`src/rtl/crc_share_sched.sv`:
```
// crc_share_sched: one bit-serial CRC-8 / CRC-5 engine shared by two requesters.
// Round-robin arbitration with a valid/ready handshake, MSB-first serial
// division, then a single-cycle result strobe. Mode 0 appends the CRC to the
// data; mode 1 checks the trailing CRC and reports all zeros (pass) or all
// ones (fail).
module crc_share_sched #(
  parameter int         MSG_W     = 60,
  parameter logic [8:0] CRC8_POLY = 9'h131,
  parameter logic [5:0] CRC5_POLY = 6'h2B
) (
  input  logic             clk_2,
  input  logic             rst_n,
  input  logic             req0_valid,
  output logic             req0_ready,
  input  logic             req0_mode,
  input  logic             req0_crc,
  input  logic [MSG_W-1:0] req0_msg,
  input  logic             req1_valid,
  output logic             req1_ready,
  input  logic             req1_mode,
  input  logic             req1_crc,
  input  logic [MSG_W-1:0] req1_msg,
  output logic             out_valid,
  output logic             out_id,
  output logic [MSG_W-1:0] out
);

  typedef enum logic [1:0] {
    IDLE  = 2'd0,
    SHIFT = 2'd1,
    DONE  = 2'd2
  } state_t;

  // Bit index of the first (most significant) data bit for each CRC width.
  localparam logic [5:0] CNT_START8 = 6'd51;
  localparam logic [5:0] CNT_START5 = 6'd54;

  state_t             state;
  state_t             state_next;
  logic               last_grant;
  logic               mode_q;
  logic               crc_q;
  logic               id_q;
  logic [MSG_W-1:0]   data_q;
  logic [7:0]         chk_q;
  logic [7:0]         rem;
  logic [7:0]         rem_next;
  logic [5:0]         cnt;

  logic               grant0;
  logic               grant1;
  logic               accept;
  logic               sel_mode;
  logic               sel_crc;
  logic [MSG_W-1:0]   sel_msg;
  logic [MSG_W-1:0]   sel_data;
  logic               data_bit;
  logic               fb;
  logic               match;

  // Round-robin grant: a lone requester wins; on a tie the one not served last wins.
  always_comb begin
    grant0 = 1'b0;
    grant1 = 1'b0;
    if (req0_valid && req1_valid) begin
      grant0 = last_grant;
      grant1 = !last_grant;
    end else begin
      grant0 = req0_valid;
      grant1 = req1_valid;
    end
  end

  assign accept     = (state == IDLE) && (grant0 || grant1);
  assign req0_ready = rst_n && (state == IDLE) && grant0;
  assign req1_ready = rst_n && (state == IDLE) && grant1;

  // Pick the winner's operands and right-align the data portion for check jobs.
  always_comb begin
    sel_mode = req0_mode;
    sel_crc  = req0_crc;
    sel_msg  = req0_msg;
    if (grant1) begin
      sel_mode = req1_mode;
      sel_crc  = req1_crc;
      sel_msg  = req1_msg;
    end
    sel_data = sel_msg;
    if (sel_mode) begin
      sel_data = sel_crc ? (sel_msg >> 5) : (sel_msg >> 8);
    end
  end

  // One step of the MSB-first serial division for the selected polynomial.
  always_comb begin
    data_bit = data_q[cnt];
    fb       = 1'b0;
    rem_next = rem;
    if (crc_q) begin
      fb       = rem[4] ^ data_bit;
      rem_next = {3'b000, {rem[3:0], 1'b0} ^ (fb ? CRC5_POLY[4:0] : 5'h00)};
    end else begin
      fb       = rem[7] ^ data_bit;
      rem_next = {rem[6:0], 1'b0} ^ (fb ? CRC8_POLY[7:0] : 8'h00);
    end
  end

  // FSM state register.
  always_ff @(posedge clk_2 or negedge rst_n) begin
    if (!rst_n) begin
      state <= IDLE;
    end else begin
      state <= state_next;
    end
  end

  // FSM next state: accept in IDLE, shift until bit 0 is consumed, one DONE cycle.
  always_comb begin
    state_next = state;
    case (state)
      IDLE: begin
        if (accept) begin
          state_next = SHIFT;
        end
      end
      SHIFT: begin
        if (cnt == 6'd0) begin
          state_next = DONE;
        end
      end
      DONE: begin
        state_next = IDLE;
      end
      default: begin
        state_next = IDLE;
      end
    endcase
  end

  // Job registers: capture operands at the accept edge, then run the division.
  always_ff @(posedge clk_2 or negedge rst_n) begin
    if (!rst_n) begin
      last_grant <= 1'b1;
      mode_q     <= 1'b0;
      crc_q      <= 1'b0;
      id_q       <= 1'b0;
      data_q     <= '0;
      chk_q      <= 8'h00;
      rem        <= 8'h00;
      cnt        <= 6'd0;
    end else if (accept) begin
      last_grant <= grant1;
      mode_q     <= sel_mode;
      crc_q      <= sel_crc;
      id_q       <= grant1;
      data_q     <= sel_data;
      chk_q      <= sel_msg[7:0];
      rem        <= 8'h00;
      cnt        <= sel_crc ? CNT_START5 : CNT_START8;
    end else if (state == SHIFT) begin
      rem <= rem_next;
      if (cnt != 6'd0) begin
        cnt <= cnt - 6'd1;
      end
    end
  end

  // Result formatting: appended CRC for generate, pass/fail pattern for check.
  always_comb begin
    match     = crc_q ? (rem[4:0] == chk_q[4:0]) : (rem == chk_q);
    out_valid = (state == DONE);
    out_id    = 1'b0;
    out       = '0;
    if (out_valid) begin
      out_id = id_q;
      if (!mode_q) begin
        out = crc_q ? {data_q[54:0], rem[4:0]} : {data_q[51:0], rem};
      end else begin
        out = match ? '0 : '1;
      end
    end
  end

endmodule
```
`config.mk`:
```
export PLATFORM = sky130hd
export DESIGN_NAME = crc_share_sched
export DESIGN_NICKNAME = d
export VERILOG_FILES = /design/src/rtl/crc_share_sched.sv
export SDC_FILE = /design/constraint.sdc
export NUM_CORES = 1
export LEC_CHECK = 0
export ABC_AREA = 1
export CORE_ASPECT_RATIO = 0.5
export CORE_MARGIN = 3
export CORE_UTILIZATION = 53
export CTS_CLUSTER_DIAMETER = 50
export DETAILED_ROUTE_END_ITERATION = 10
export HOLD_SLACK_MARGIN = 0.15
export PLACE_DENSITY_LB_ADDON = 0.12
export RECOVER_POWER = 25
export SLEW_MARGIN = 20
export SYNTH_ARGS = -nofsm -noshare
export SYNTH_HDL_FRONTEND = slang
export SYNTH_SLANG_ARGS = --single-unit
export TNS_END_PERCENT = 50
```
`constraint.sdc`:
```
create_clock -name clk_2 -period 4.04 [get_ports clk_2]
set_input_delay 0.606 -clock clk_2 [delete_from_list [all_inputs] [get_ports clk_2]]
set_output_delay 0.606 -clock clk_2 [all_outputs]
set_load 0.03 [all_outputs]
```
Word level (Yosys, flattened, before mapping)
Index checks and enable logic that the tools add are counted.
W data, S select, Z words.
- word-level logic and storage cells: 62
- output and inout bits: 64
- register bits: 88
- input port bits: 128
- equality and inequality tests: 6
- add/subtract/negate cells: 1
- muxes and demuxes: 27
- reductions and logical operators: 14
- order comparisons: 1
- bitwise operators: 4
- operators with widths (cell ; number):
    $mux W60 ; 6
    $mux W55 ; 1
    $mux W6 ; 4
    $mux W8 ; 3
    $eq A8 B8 Y1 ; 1
    $xor A8 B6 Y8 ; 1
    $lt A6 B7 Y1 const B ; 1
    $mux W1 ; 7
    $bmux W1 S6 ; 1
    $logic_not A6 Y1 ; 1
    $reduce_bool A6 Y1 ; 1
    $sub A6 B1 Y6 const B ; 1
    $eq A5 B5 Y1 ; 1
    $logic_and A1 B1 Y1 ; 5
    $xor A5 B4 Y5 ; 1
    $mux W2 ; 2
    $mux W4 ; 1
    $ne A2 B2 Y1 const B ; 2
    $pmux W2 S2 ; 1
    $reduce_and A2 Y1 ; 2
    $reduce_bool A2 Y1 ; 2
    $mux W3 ; 1
    $eq A2 B1 Y1 const B ; 1
    $eq A2 B2 Y1 const B ; 1
    other kinds (4) ; 5

Longest topological paths before layout
- depth in word-level cells: 8
- mapped depth: 17
- gate-level depth less buffers: 15

Least setup slack after synthesis
Ideal clock, no wire load.
- path kind: register to output
- from: register state[0]
- to: output port out[0]
- slack: 1.644 ns
- buffers on the path: 1
- cell stages (with the launch flop): 5
- required time: 3.434 ns
- data arrival time: 1.790 ns
- cells stage by stage: dfrtp_1 nor2_1 nand2_1 clkbuf_1 a21oi_1
- word-level cells in the longest chain between the ends: 2
- ends and longest elaborated chain (what ; line ; text):
    start: declaration ; 38 ; state_t state;
    start signal: assignment ; 113 ; state <= state_next;
    $eq A2 B2 Y1 ; 171 ; out_valid = (state == DONE);
    via out_valid ; 23 ; output logic out_valid,
    $mux W60 ; 174 ; if (out_valid) begin
    end: declaration ; 25 ; output logic [MSG_W-1:0] out
The timed path passes the listed nets, and every way through them passes these cells.

==> results.sh <==
export IMPL_drive_above_1_share_pct=9.964
export IMPL_dieWidth_um=163.8
export IMPL_timing_slew_headroom_pct=-70.52
export IMPL_cts_path_max_buffers=2
export IMPL_critical_path_slowest_cell="clkbuf_1"
export IMPL_postSynthRegisterBits=88
export IMPL_io_buffer_count=191
export IMPL_setup_worst_path_end_class="async pin"
export IMPL_design_portCount=192
export IMPL_min_period_ns=3.108
export IMPL_grt_use_met2_pct=52.71
export IMPL_post_route_util_pct=74.83
export IMPL_core_region_area_um2=11980
export IMPL_worstPathArrival_ns=3.01
export IMPL_first_pass_grt_wire_length_um=37330
export IMPL_cp_cell_sequence="buf_4 -> clkbuf_1"
export IMPL_regToRegStartpoint="cnt[0]"
export IMPL_setup_violations=0
export IMPL_synth_cell_types=32
export IMPL_synth_net_count=1096
export IMPL_globalRouteOverflowTotal=0
export IMPL_p_switching_mw=0.5321
export IMPL_power_ir_vdd_worst_mv=0.1762
export IMPL_yosys_warnings=0
export IMPL_later_pin_clock_latency_in_the_skew_report_ns=0.34
export IMPL_synth_seq_area_share_pct=33.41
export IMPL_power_switching_share_pct=26.54
export IMPL_max_cap_violations=1
export IMPL_cp_top_family="buffers and inverters"
export IMPL_seq_power_share_pct=43.9
export IMPL_syn_cell_area_um2=6595
export IMPL_clk_root_buffer_cell="clkbuf_16"
export IMPL_yosys_area_top_type="dfrtp_1"
export IMPL_grt_met1_usage_pct=46.24
export IMPL_tightest_slew_ns=2.558
export IMPL_critical_path_class="in -> async"
export IMPL_cts_tree="yes"
export IMPL_synth_edf_count=0
export IMPL_instances_no_fill=1279
export IMPL_groute_layer_met3_usage_pct=9.020
export IMPL_rsz0062_at_grt="false"
export IMPL_dominantRegCellSynth="dfrtp_1"
export IMPL_synth_top_area_share_pct=33.01
export IMPL_grt_busiest_layer="met2"
export IMPL_gp_congestion=0.9210
export IMPL_drt_pre_antenna_iters=7
export IMPL_initial_core_util_pct=55.04
export IMPL_rows=28
export IMPL_num_antenna_cells=0
export IMPL_postSynth_asyncResetShare_pct=100.0
export IMPL_layout_commonest_cell="nand2_1"
export IMPL_vias=7810
export IMPL_die_h_um=84.88
export IMPL_drt_initial_drc_count=885
export IMPL_status="complete, but fails checks"
export IMPL_mostFrequentLayoutCells="nand2_1 (304), clkdlybuf4s50_1 (130), a21oi_1 (122)"
export IMPL_drt_antenna_violating_nets=0
export IMPL_worst_setup_path_startpoint="rst_n"
export IMPL_areaGrowthSynthToFinish_pct=35.95
export IMPL_vias_per_cell=6.106
export IMPL_layout_worst_path_cycle_share_pct=76.92
export IMPL_post_route_drc=0
export IMPL_leading_post_synthesis_cells_by_cell_area="dfrtp_1 (33%), nand2_1 (17%), a21oi_1 (9.3%), mux2i_1 (9.1%), nand3_1 (6.8%)"
export IMPL_post_cts_buffers=0
export IMPL_worstPathMaxFanout=47
export IMPL_cts_hold_buf=0
export IMPL_cts_repair_resize_count=0
export IMPL_violations_in_the_final_reports="max-capacitance violations, max-slew violations"
export IMPL_dp_hpwl_um=16400
export IMPL_internal_power_mw=1.473
export IMPL_clkSinkCount=88
export IMPL_cells_after_synthesis=966
export IMPL_place_worst_setup_slack_ns=0.9851
export IMPL_clkTransAtPathRegs_ns=0.07
export IMPL_skew_ns=0.008649
export IMPL_startpoint_type="primary input"
export IMPL_power_combinational_fraction_pct=16.1
export IMPL_critPathBufInv=2
export IMPL_critical_path_max_stage_delay_ns=1.88
export IMPL_fp_dieArea_um2=13900
export IMPL_max_clock_freq_mhz=321.8
export IMPL_p_leak_nw=4.161
export IMPL_finalWirelength_um=23360
export IMPL_setup_ws_ns=0.9324
export IMPL_clock_power_share_pct=40.0
export IMPL_syn_area_per_cell_um2=6.827
export IMPL_grt_pass1_vias=7175
export IMPL_fin_setup_tns_ns=0
export IMPL_crit_required_ns=3.94
export IMPL_min_delay_path_class="in -> async"
export IMPL_total_global_route_track_usage_pct=33.40
export IMPL_maxSlewViolCount=45
export IMPL_post_drt_wl_per_cell_um=18.27
export IMPL_dpl_cell_count=1263
export IMPL_antenna_found_initial=0
export IMPL_power_density_nw_per_um2=223.6
export IMPL_cts_bufs_inserted=9
export IMPL_layout_nets=1239
export IMPL_grt_max_degree=63
export IMPL_report_final_hold_viol_count=0
export IMPL_clock_tree_htree_level_count=3
[power by group through the flow]
stage,registers [mW],clock network (mW),logic (mW)
detailed placement,0.897,0,0.317
global placement,0.897,0,0.311
floorplan,0.898,0,0.127
finish,0.881,0.801,0.323
CTS,0.881,0.797,0.318
global route,0.880,0.844,0.345
[cell usage after synthesis, types with 2 or more instances]
master,number
nor2_2,2
o21ai_1,7
nand4_1,6
clkbuf_1,47
inv_2,4
buf_4,3
xor2_1,2
nand3_1,89
nand3_2,2
dfrtp_1,87
ha_1,2
nand2_2,3
buf_6,3
or2_2,2
o211ai_1,21
nor2_1,39
o21ai_0,24
mux2i_1,60
a21oi_1,122
o221ai_1,35
nor3_1,2
nand2_1,306
buf_2,19
o22ai_1,7
inv_1,65
[final cells by class]
class,instances,area [µm²]
Multi-Input combinational cell,734,3829
Clock inverter,6,45.04
Clock buffer,10,239.0
Sequential cell,88,2205
Inverter,71,269.0
Fill cell,974,3015
Timing Repair Buffer,205,2173
Tap cell,165,206.4
[logic make-up (layout without fill, tap and decap cells)]
logic type / Yosys count / count (layout) / share of synthesized area (%)
simple gates: 451 / 451 / 28.08
compound gates: 219 / 219 / 19.65
buf+inv: 144 / 292 / 9.106
flops: 88 / 88 / 33.41
mux: 60 / 60 / 9.106
fa+ha+maj: 2 / 2 / 0.3794
xor+xnor: 2 / 2 / 0.2657
[sequential cells by signal, indices dropped and copies added (netlist names)]
name        cells
id_q            1
mode_q          1
cnt             6
rem             8
state           2
crc_q           1
chk_q           8
data_q         60
last_grant      1
[worst paths after layout]
| kind | end | slack (ns) | cells after the start |
|---|---|---|---|
| worst max-delay path | data_q[47] | 0.93 | 2 |
| worst min-delay path | rem[2] | 0.27 | 1 |
| worst max register to register | rem[3] | 1.38 | 15 |
| worst min register to register | rem[1] | 0.50 | 2 |
| max in group clk_2 | out[30] | 1.00 | 9 |
| min in group clk_2 | rem[1] | 0.50 | 2 |
[metal layers]
metal / vias up / share of wire, %
met5: - / 0
met4: 0 / 2.0
met3: 62 / 13
met2: 569 / 45
met1: 3628 / 40
li1: 3551 / -
[metrics by stage]
stage	hold WS, ns	power [mW]	instance area [µm²]
floorplan	0.3104	1.025	6595
global placement	0.4685	1.208	8686
detailed placement	0.4771	1.214	8686
CTS	0.2951	1.996	8970
global route	0.3059	2.069	8966
finish	0.2673	2.005	8966
Note: power is estimated with default switching activity, not from simulation.
